## config.mk

```make
export PLATFORM = sky130hd
export DESIGN_NAME = pattern_bist_ctrl
export DESIGN_NICKNAME = d
export VERILOG_FILES = /design/src/rtl/pattern_bist_pkg.sv /design/src/rtl/pattern_misr.sv /design/src/rtl/pattern_bist_ctrl.sv
export SDC_FILE = /design/constraint.sdc
export NUM_CORES = 1
export LEC_CHECK = 0
export ABC_CLOCK_PERIOD_IN_PS = 4950
export CORE_ASPECT_RATIO = 2
export CORE_UTILIZATION = 45
export DETAILED_ROUTE_END_ITERATION = 6
export GPL_TIMING_DRIVEN = 0
export PLACE_DENSITY = 0.7
export SYNTH_ARGS = -nofsm -noshare
export SYNTH_HDL_FRONTEND = slang
export SYNTH_HIERARCHICAL = 1
export SYNTH_SLANG_ARGS = --single-unit
```

## constraint.sdc

```tcl
create_clock -name blif_clk_net -period 4.95 [get_ports blif_clk_net]
set_clock_uncertainty 0.1 [all_clocks]
set_input_delay 1.2375 -clock blif_clk_net [delete_from_list [all_inputs] [get_ports blif_clk_net]]
set_output_delay 1.2375 -clock blif_clk_net [all_outputs]
set_load 0.05 [all_outputs]
```

## src/rtl/pattern_bist_pkg.sv

```systemverilog
// ---------------------------------------------------------------------------
// pattern_bist_pkg
// Shared definitions for the merged-pattern netlist BIST controller:
//   - FSM state encodings (legacy-compatible localparam constants) and the
//     bist_state_t enum built from them
//   - LFSR feedback taps (x^11 + x^9 + 1)
//   - MISR feedback taps (x^10 + x^7 + 1)
//   - substitute seed used when the configured seed is all-zero
// ---------------------------------------------------------------------------
package pattern_bist_pkg;

  localparam logic [2:0] ST_IDLE    = 3'd0;
  localparam logic [2:0] ST_LOAD    = 3'd1;
  localparam logic [2:0] ST_APPLY   = 3'd2;
  localparam logic [2:0] ST_CAPTURE = 3'd3;
  localparam logic [2:0] ST_DONE    = 3'd4;

  typedef enum logic [2:0] {
    BIST_IDLE    = ST_IDLE,
    BIST_LOAD    = ST_LOAD,
    BIST_APPLY   = ST_APPLY,
    BIST_CAPTURE = ST_CAPTURE,
    BIST_DONE    = ST_DONE
  } bist_state_t;

  // Fibonacci LFSR: new bit = lfsr[HI] ^ lfsr[LO], shifted in at bit 0.
  localparam int LFSR_TAP_HI = 10;
  localparam int LFSR_TAP_LO = 8;

  // MISR: bit 0 takes m[HI] ^ m[LO] ^ r[0]; the rest shift up with r[i].
  localparam int MISR_TAP_HI = 9;
  localparam int MISR_TAP_LO = 6;

  // An all-zero LFSR is a lock-up state, so a zero seed is replaced by this.
  localparam int ZERO_SEED_SUB = 1;

endpackage

```

## src/rtl/pattern_misr.sv

```systemverilog
// ---------------------------------------------------------------------------
// pattern_misr
// Multiple-input signature register compacting an OUT_W-wide response word
// per enabled cycle. Reusable by other netlist benches.
// Ports:
//   clk   in  1      rising-edge clock
//   rst   in  1      asynchronous active-high reset (signature -> 0)
//   clr   in  1      synchronous clear (signature -> 0), priority over en
//   en    in  1      compact resp into the signature this cycle
//   resp  in  OUT_W  response word
//   sig   out OUT_W  current signature
// ---------------------------------------------------------------------------
module pattern_misr
  import pattern_bist_pkg::*;
#(
  parameter int OUT_W = 10
) (
  input  logic             clk,
  input  logic             rst,
  input  logic             clr,
  input  logic             en,
  input  logic [OUT_W-1:0] resp,
  output logic [OUT_W-1:0] sig
);

  function automatic logic [OUT_W-1:0] misr_next(input logic [OUT_W-1:0] m,
                                                 input logic [OUT_W-1:0] r);
    logic [OUT_W-1:0] shifted;
    shifted = {m[OUT_W-2:0], m[MISR_TAP_HI] ^ m[MISR_TAP_LO]};
    return shifted ^ r;
  endfunction

  always_ff @(posedge clk or posedge rst) begin
    if (rst) begin
      sig <= '0;
    end else if (clr) begin
      sig <= '0;
    end else if (en) begin
      sig <= misr_next(sig, resp);
    end
  end

endmodule

```

## src/rtl/pattern_bist_ctrl.sv

```systemverilog
// ---------------------------------------------------------------------------
// pattern_bist_ctrl
// BIST driver/compactor for a generated combinational netlist. An LFSR
// supplies registered stimulus; the netlist response is folded into a MISR
// once per pattern and compared against a golden signature at the end.
// Ports:
//   blif_clk_net    in  1      clock, rising edge
//   blif_reset_net  in  1      asynchronous active-high reset
//   start           in  1      run request (honoured in IDLE or DONE)
//   abort           in  1      synchronous cancel, wins over everything
//   golden_sig      in  OUT_W  expected signature
//   resp_in         in  OUT_W  netlist response to stim_out
//   stim_out        out IN_W   registered stimulus
//   busy            out 1      LOAD / APPLY / CAPTURE
//   done            out 1      DONE
//   pass            out 1      done && signature == golden_sig
//   signature       out OUT_W  MISR contents
// ---------------------------------------------------------------------------
module pattern_bist_ctrl
  import pattern_bist_pkg::*;
#(
  parameter int              IN_W    = 11,
  parameter int              OUT_W   = 10,
  parameter int              NUM_PAT = 256,
  parameter int              SETTLE  = 1,
  parameter logic [IN_W-1:0] SEED    = 11'h001
) (
  input  logic             blif_clk_net,
  input  logic             blif_reset_net,
  input  logic             start,
  input  logic             abort,
  input  logic [OUT_W-1:0] golden_sig,
  input  logic [OUT_W-1:0] resp_in,
  output logic [IN_W-1:0]  stim_out,
  output logic             busy,
  output logic             done,
  output logic             pass,
  output logic [OUT_W-1:0] signature
);

  localparam logic [IN_W-1:0] SEED_EFF    = (SEED == '0) ? IN_W'(ZERO_SEED_SUB) : SEED;
  localparam logic [15:0]     PAT_LAST    = 16'(NUM_PAT - 1);
  localparam logic [3:0]      SETTLE_LAST = 4'(SETTLE - 1);

  bist_state_t     state;
  bist_state_t     state_nxt;
  logic [IN_W-1:0] lfsr;
  logic [IN_W-1:0] lfsr_next;
  logic [15:0]     pat_cnt;
  logic [3:0]      settle_cnt;
  logic            misr_clr;
  logic            misr_en;

  assign lfsr_next = {lfsr[IN_W-2:0], lfsr[LFSR_TAP_HI] ^ lfsr[LFSR_TAP_LO]};

  // Next-state logic; abort overrides every other transition.
  always_comb begin
    state_nxt = state;
    unique case (state)
      BIST_IDLE:    if (start) state_nxt = BIST_LOAD;
      BIST_LOAD:    state_nxt = BIST_APPLY;
      BIST_APPLY:   if (settle_cnt == SETTLE_LAST) state_nxt = BIST_CAPTURE;
      BIST_CAPTURE: state_nxt = (pat_cnt == PAT_LAST) ? BIST_DONE : BIST_APPLY;
      BIST_DONE:    if (start) state_nxt = BIST_LOAD;
      default:      state_nxt = BIST_IDLE;
    endcase
    if (abort) state_nxt = BIST_IDLE;
  end

  // Stimulus and counters. stim_out is loaded with each new LFSR value at
  // the edge that enters APPLY, so a pattern is held through its APPLY
  // cycles and its CAPTURE cycle. On the final CAPTURE the LFSR still
  // advances but stim_out keeps the last pattern for the DONE state.
  always_ff @(posedge blif_clk_net or posedge blif_reset_net) begin
    if (blif_reset_net) begin
      state      <= BIST_IDLE;
      lfsr       <= SEED_EFF;
      stim_out   <= '0;
      pat_cnt    <= '0;
      settle_cnt <= '0;
    end else begin
      state <= state_nxt;
      if (abort) begin
        stim_out <= '0;
      end else begin
        unique case (state)
          BIST_LOAD: begin
            lfsr       <= SEED_EFF;
            stim_out   <= SEED_EFF;
            pat_cnt    <= '0;
            settle_cnt <= '0;
          end
          BIST_APPLY: begin
            settle_cnt <= settle_cnt + 4'd1;
          end
          BIST_CAPTURE: begin
            lfsr       <= lfsr_next;
            settle_cnt <= '0;
            if (pat_cnt != PAT_LAST) begin
              pat_cnt  <= pat_cnt + 16'd1;
              stim_out <= lfsr_next;
            end
          end
          default: ;
        endcase
      end
    end
  end

  // resp_in is consumed only on the CAPTURE edge, giving the netlist
  // SETTLE+1 cycles from the stimulus register.
  assign misr_clr = (state == BIST_LOAD) && !abort;
  assign misr_en  = (state == BIST_CAPTURE) && !abort;

  pattern_misr #(
    .OUT_W (OUT_W)
  ) u_misr (
    .clk  (blif_clk_net),
    .rst  (blif_reset_net),
    .clr  (misr_clr),
    .en   (misr_en),
    .resp (resp_in),
    .sig  (signature)
  );

  assign busy = (state == BIST_LOAD) || (state == BIST_APPLY) || (state == BIST_CAPTURE);
  assign done = (state == BIST_DONE);
  assign pass = done && (signature == golden_sig);

endmodule
```

# Yosys cells after proc, flatten, opt, wreduce, memory -nomap -nowiden
# Index checks and enable logic that the tools add are counted.
dict set report classes {
  div_mod_pow 0
  mul 0
  add_sub_neg 2
  reduce_logical 19
  n_lt_le_gt_ge 0
  eq_ne 11
  shifts 0
  bitwise_logic 4
  n_mux 14
}
# cell n
set op_table {}
lappend op_table {{case mux 11 bit (2 select lines)} 2}
lappend op_table {{case mux 16 bit (2 select lines)} 1}
lappend op_table {{2-to-1 mux 11 bit} 2}
lappend op_table {{2-to-1 mux 10 bit} 2}
lappend op_table {{adder 16 x 1 -> 16 bit (second input constant)} 1}
lappend op_table {{== test 16 x 8 -> 1 bit (second input constant)} 1}
lappend op_table {{2-to-1 mux 16 bit} 1}
lappend op_table {{!= test 16 x 8 -> 1 bit (second input constant)} 1}
lappend op_table {{2-to-1 mux 3 bit} 4}
lappend op_table {{case mux 3 bit (4 select lines)} 1}
lappend op_table {{== test 10 bit} 1}
lappend op_table {{bitwise XOR 10 bit} 1}
lappend op_table {{case mux 4 bit (2 select lines)} 1}
lappend op_table {{AND reduction 2 bit} 4}
lappend op_table {{== test 3 x 2 -> 1 bit (second input constant)} 2}
lappend op_table {{!= test 3 bit (second input constant)} 2}
lappend op_table {{nonzero test 2 bit} 3}
lappend op_table {{adder 4 x 1 -> 4 bit (second input constant)} 1}
lappend op_table {{zero test 4 bit} 1}
lappend op_table {{OR reduction 2 bit} 2}
lappend op_table {{== test 3 x 1 -> 1 bit (second input constant)} 1}
lappend op_table {{== test 3 bit (second input constant)} 1}
lappend op_table {{logical AND 1 bit} 3}
lappend op_table {{zero test 3 bit} 1}
lappend op_table {{other kinds (8)} 10}
dict set report totals {
  ram_bits 0
  latch_bits 0
  out_inout_bits 24
  regBits 55
  n_memories 0
  rom_bits 0
}

# Longest topological paths before layout
# Gate-level depths: netlist of the first run.
dict set report depth {
  ltp_word 4
  mapped_depth 7
  mapped_depth_nobuf 6
}

# Cells and area by module
# Netlist of the first run, hierarchy kept.
# mod area_each_um2 seq_area_each_um2 n_inst cells_each
set by_module_without_submodules {}
lappend by_module_without_submodules {pattern_bist_ctrl 2270.9 1127.3 1 225}
lappend by_module_without_submodules {pattern_misr 490.5 250.2 1 44}

# Worst setup path after synthesis of the first run
# No wires, ideal clock.
dict set report synth_path {
  kind {input to output}
  from {input golden_sig[9]}
  to {output pass}
  path_stages 4
  arrival_ps 3312
  path_buffers 0
  required_ps 3613
  path_slack_ps 301
  cell_sequence {xor2_1 nor4_1 nand4_1 nor4_1}
}
dict set report synth_between {
  elab_chain_cells 2
}
# element line
set synth_lines {}
lappend synth_lines {{from (decl)} pattern_bist_ctrl.sv:32} ;# input logic [OUT_W-1:0] golden_sig,
lappend synth_lines {{== test 10 bit} pattern_bist_ctrl.sv:128} ;# assign pass = done && (signature == golden_sig);
lappend synth_lines {{logical AND 1 bit} pattern_bist_ctrl.sv:128}
lappend synth_lines {{to (decl)} pattern_bist_ctrl.sv:37} ;# output logic pass,
# Every way passes these cells.

# Worst setup path in the final report of the first run
# Same ends and word-level chain as after synthesis.

==> results_dict.tcl, run 1 <==
set metrics [dict create \
    grt_pass1_wl_um 10800 \
    crit_chain "clkdlybuf4s50_1 -> xor2_1 -> nor4_1 -> nand4_1 -> nor4_1 -> clkdlybuf4s50_1" \
    violations "design-rule violations" \
    syn2layout_area_growth_pct 26.9 \
    r2r-start "state[2]$_DFFE_PP0P_" \
    required_ps 3610 \
    ys_ff_latch 55 \
    post-cts-setup-buffer-count 0 \
    drt_pre_antenna_iters 6 \
    io_buffers 47 \
    layout_commonest_cell "dfrtp_1" \
    yosys.area.top_type_share_pct 48.9 \
    post-route-period-util_pct 95.2 \
    drc_errors 1 \
    hpwl_um 4770 \
    final_cell_mix "dfrtp_1, clkdlybuf4s50_1, nand2_1" \
    criticalPathCategory "in -> out" \
    clk-insertion-delay-late_ps 300 \
    finalCriticalPeriod_ps 4710 \
    path_delay_family "buffers and inverters" \
    fin_setup_tns_ps 0 \
    routabilityCongestion 0.786 \
    synth_cell_type_count 54 \
    cts_buffer_depth 2 \
    grt_start_max_net_pins 27 \
    hold_path_class "reg -> reg" \
    cts-root-buf "clkbuf_16" \
    synth-edff-count 0 \
    synth_area_um2 2760 \
    syn_avg_cell_area_um2 10.3 \
    start_kind "input pin" \
    fp.dieW_um 57.4 \
    worst_r2r_path_depth 6 \
    max_clock_freq_mhz 212 \
    dr_total_vias 2247 \
    pwr_density_cell_nw_per_um2 389 \
    wirelength_um 6470 \
    synth-async-reset-ratio_pct 100 \
    hold_end "settle_cnt[3]$_DFFE_PP0P_" \
    rsz0062_at_grt "no" \
    crit_arrival_ps 3370 \
    critPathCaptureType "primary output" \
    seq_area_frac_synth_pct 49.9 \
    crit_path_max_fanout 1 \
    coreArea_um2 5960 \
    synthCells 269 \
    finalMaxSlewViolations 0 \
    rrSetupSlack_ps 2640 \
    synthFlopType "dfrtp_1" \
    clk_pin_slew_ps 70 \
    worst_pin_slew_ps 524 \
    grt_usage_pct 21.5 \
    final_area_um2 3500 \
    ctsResizeCount 0 \
    synth_area_leader_cell "dfrtp_1" \
    start_util_pct 46.4 \
    initialDrtViolationCount 66 \
    row_count 40 \
    cts_hold_buf 0 \
    placed_area_um2 3330 \
    reg2reg_to "u_misr/sig[8]$_DFFE_PP0P_" \
    vias_per_cell 5.79 \
    power.total_mw 1.36 \
    ys_warn_count 6 \
    p_leak_nw 1.58 \
    critPathMaxStageDelay_ps 860 \
    finish.net_count 351 \
    die_h_um 113 \
    numClockSinks 55 \
    grt_pass1_vias 2278 \
    ir_drop_v 0.000236 \
    cp.buffers_inverters 2 \
    cp_slowest_cell "clkdlybuf4s50_1" \
    antenna_found_initial 0 \
    maxCapViolCount 0 \
    cts_tree "yes" \
    drive_gt1_share_pct 9.54 \
    setup_viol 0 \
    ant_nets 0 \
    wire_per_inst_um 16.7 \
    worstHoldStart "settle_cnt[3]$_DFFE_PP0P_" \
    diodes 0 \
    min_path_cells 1 \
    hold_viol 0 \
    syn_nets 296 \
    overflow 0 \
    ios 48 \
    numCtsBuffers 5 \
    max_slew_margin_pct 64.9 \
    die_area_um2 6470 \
    status "complete, but fails checks" \
    yosys-top-cells-area "dfrtp_1, nand2_1, xnor2_1, xor2_1, a22o_1" \
    cts_htree_levels 2 \
]
==> stage by stage <==
| step | worst slack (ps) | hold WS, ps | util, % | cells |
|---|---|---|---|---|
| final | 240 | 392 | 58.8 | 388 |
| after global routing | 69.2 | 410 | 58.8 | 388 |
| after CTS | 194 | 388 | 58.8 | 388 |
| after detailed placement | 216 | 379 | 55.9 | 380 |
| after global placement | 181 | 374 | 55.6 | 379 |
| after floorplan | 301 | 349 | - | 269 |
==> area by class of cell <==
type                       count  area (um2)
clock buffer                   6         139
sequential                    55        1380
tap                           63        78.8
inverter                       9        33.8
fill                         526        2450
clock inverter                 2        35.0
timing repair buffer          48         490
buffer                        11        56.3
multi-input combinational    194        1290
==> cells by family (layout without fill, tap and decap cells) <==
logic type	after synthesis	after routing	synth area share, %
AND/OR/NAND/NOR	114	114	22.5
flip-flops	55	55	49.9
AO/OA/AOI/OAI	46	46	12.6
buffers and inverters	20	76	3.26
multiplexers	2	2	0.725
XOR/XNOR	29	29	9.74
adder cells (fa/ha/maj)	3	3	1.36
==> worst reg2reg max path: cells and delay by family, from the launching register on <==
kind | cells | cell delay, ps
flip-flops | 1 | 460
AND/OR/NAND/NOR | 2 | 720
buffers and inverters | 3 | 790
AO/OA/AOI/OAI | 1 | 100
==> Yosys cell counts, drive strengths merged, types with 2 or more instances <==
library cell / number
a21oi: 3
a211oi: 10
nand2: 33
ha: 3
or3: 2
nor2: 24
buf: 8
nand4: 8
nand3: 19
clkbuf: 3
or4: 2
xnor2: 14
o21ai: 7
nor4: 5
and3: 2
xor2: 14
mux2i: 2
dfrtp: 54
o211ai: 2
or2: 4
nand2b: 2
o311ai: 2
inv: 9
a22o: 11
nor3: 3
o31ai: 2
o2111ai: 2
==> how the worst max path moves through the flow <==
stage / startpoint / end / slack (ps) / cells past startpoint
3_5_place_dp: golden_sig[9] / pass / 220 / 6
5_1_grt: golden_sig[9] / pass / 70 / 6
6_report: golden_sig[9] / pass / 240 / 6
2_1_floorplan: golden_sig[9] / pass / 300 / 4
3_3_place_gp: golden_sig[9] / pass / 180 / 6
4_1_cts: golden_sig[9] / pass / 190 / 6
==> layer usage <==
metal,part of all wire [%],vias up,GRT usage (%)
met5,0,-,0
met4,1.6,0,8.13
met3,4.0,6,4.46
met2,55,59,39.1
met1,40,1111,23.8
li1,-,1071,-
==> report_power, final <==
group | internal (mW) | switching (mW)
Sequential | 0.499 | 0.0635
Combinational | 0.161 | 0.227
Clock | 0.252 | 0.162
==> flip-flops by register name, summed over array words and instances (netlist names) <==
register    cells
lfsr           11
pat_cnt        16
settle_cnt      4
state           3
stim_out       11
u_misr/sig     10
Note: power is estimated with default switching activity, not from simulation.
==> inputs of run 2 (changes only) <==
CAP_MARGIN = 20   (was default)
CORE_MARGIN = 8   (was default)
MAX_ROUTING_LAYER = met4   (was default)
==> results_dict.tcl, run 2 (synthesis gave the netlist of run 1 again) <==
set metrics [dict create \
    reg2reg_to "u_misr/sig[9]$_DFFE_PP0P_" \
    die_area_um2 9050 \
    cts_buffer_depth 2 \
    p_int_mw 0.901 \
    finalMaxSlewViolations 0 \
    grt_pass1_vias 2331 \
    finish.net_count 351 \
    power_switching_mw 0.457 \
    ios 48 \
    overflow 0 \
    hold_end "lfsr[10]$_DFFE_PP0P_" \
    finalCriticalPeriod_ps 4780 \
    clk_pin_slew_ps 70 \
    hold_path_class "reg -> reg" \
    post-route-util_pct 58.8 \
    crit_arrival_ps 3440 \
    post-route-period-util_pct 96.6 \
    coreArea_um2 5960 \
    required_ps 3610 \
    swShare_pct 33.7 \
    io_buffers 47 \
    antenna_found_initial 0 \
    fin_cells 388 \
    maxCapViolCount 0 \
    worstHoldStart "lfsr[10]$_DFFE_PP0P_" \
    start_kind "input pin" \
    fillers 525 \
    criticalPathCategory "in -> out" \
    top_register "pat_cnt" \
    routabilityCongestion 0.837 \
    final_cell_mix "dfrtp_1, clkdlybuf4s50_1, nand2_1" \
    row_count 40 \
    placed_cells 380 \
    r2r-start "state[2]$_DFFE_PP0P_" \
    start_util_pct 46.4 \
    max_clock_freq_mhz 209 \
    pwr_density_cell_nw_per_um2 388 \
    seqPwrFrac_pct 41.4 \
    wirelength_um 6580 \
    hold_viol 0 \
    fp.dieW_um 71.4 \
    crit_path_max_fanout 1 \
    worst_pin_slew_ps 520 \
    cts_tree "yes" \
    wire_per_inst_um 17.0 \
    cts_htree_levels 2 \
    diodes 0 \
    cts-root-buf "clkbuf_16" \
    critPathCaptureType "primary output" \
    hpwl_um 4970 \
    numCtsBuffers 5 \
    ant_nets 0 \
    multi_input_area_um2 1290 \
    rsz0062_at_grt "no" \
    p_clk_share_pct 30.1 \
    largest_reg_flops 16 \
    max_slew_margin_pct 65.2 \
    power.total_mw 1.36 \
    grt_usage_pct 15.7 \
    setup_viol 0 \
    clk-insertion-delay-late_ps 300 \
    min_path_cells 2 \
    seq_area_um2 1380 \
    vias_per_cell 5.73 \
    dr_total_vias 2224 \
    worst_r2r_path_depth 6 \
    ctsResizeCount 0 \
    rrSetupSlack_ps 2600 \
    drive_gt1_share_pct 9.54 \
    drc_errors 0 \
    comb_power_share_pct 28.5 \
    top_regs "pat_cnt: 16 flops, lfsr: 11 flops, stim_out: 11 flops" \
    numClockSinks 55 \
    post-cts-setup-buffer-count 0 \
    grt_pass1_wl_um 11100 \
    layout_commonest_cell "dfrtp_1" \
    cts_hold_buf 0 \
    status "finished, final reports clean" \
    ir_drop_v 0.000260 \
    p_leak_nw 1.57 \
    drt_pre_antenna_iters 4 \
    initialDrtViolationCount 122 \
    fin_setup_tns_ps 0 \
    grt_start_max_net_pins 28 \
    syn2layout_area_growth_pct 26.8 \
    die_h_um 127 \
]
-- run 2: cell count changes in the layout (fill, tap and decap cells not counted), sizes merged --
cell and delta:
clkbuf -1, clkinv -1, clkinvlp +1, inv +1
-- run 2: stage by stage --
stage	hold slack [ps]	area [um2]	worst slack [ps]
3_3_place_gp	374	3310	125
2_1_floorplan	349	2760	301
6_report	395	3500	168
5_1_grt	413	3500	74.2
3_5_place_dp	382	3330	123
4_1_cts	399	3500	98.8
-- run 2: power groups by stage --
stage / Sequential, mW / Clock [mW] / Combinational [mW]
detailed placement: 0.570 / 0 / 0.391
global route: 0.572 / 0.432 / 0.415
finish: 0.562 / 0.408 / 0.387
CTS: 0.563 / 0.412 / 0.392
floorplan: 0.655 / 0 / 0.169
global placement: 0.569 / 0 / 0.383
-- run 2: layout make-up --
type / instances / share of cell area [%]
Inverter: 9 / 0.965
Clock buffer: 5 / 3.57
Sequential cell: 55 / 39.3
Tap cell: 63 / 2.25
Buffer: 11 / 1.61
Multi-Input combinational cell: 194 / 36.9
Clock inverter: 3 / 1.32
Timing Repair Buffer: 48 / 14.0
-- run 2: metal layers --
layer	share of wire, %	GRT usage [%]	vias up
met2	52	27.8	60
met5	0	-	-
li1	-	-	1068
met3	3.9	3.39	11
met1	42	16.1	1085
met4	2.1	6.43	0
-- run 2: worst max path at each step --
stage | start | endpoint | slack (ps) | depth (start not counted)
after floorplan | golden_sig[9] | pass | 300 | 4
final | golden_sig[9] | pass | 170 | 6
after global routing | golden_sig[9] | pass | 70 | 6
after global placement | golden_sig[9] | pass | 130 | 6
after CTS | golden_sig[9] | pass | 100 | 6
after detailed placement | golden_sig[9] | pass | 120 | 6
-- run 2: critical path, cell delays in order --
cell and delay (ps):
clkdlybuf4s50_1 420, xor2_1 160, nor4_1 300, nand4_1 150, nor4_1 300, clkdlybuf4s50_1 870
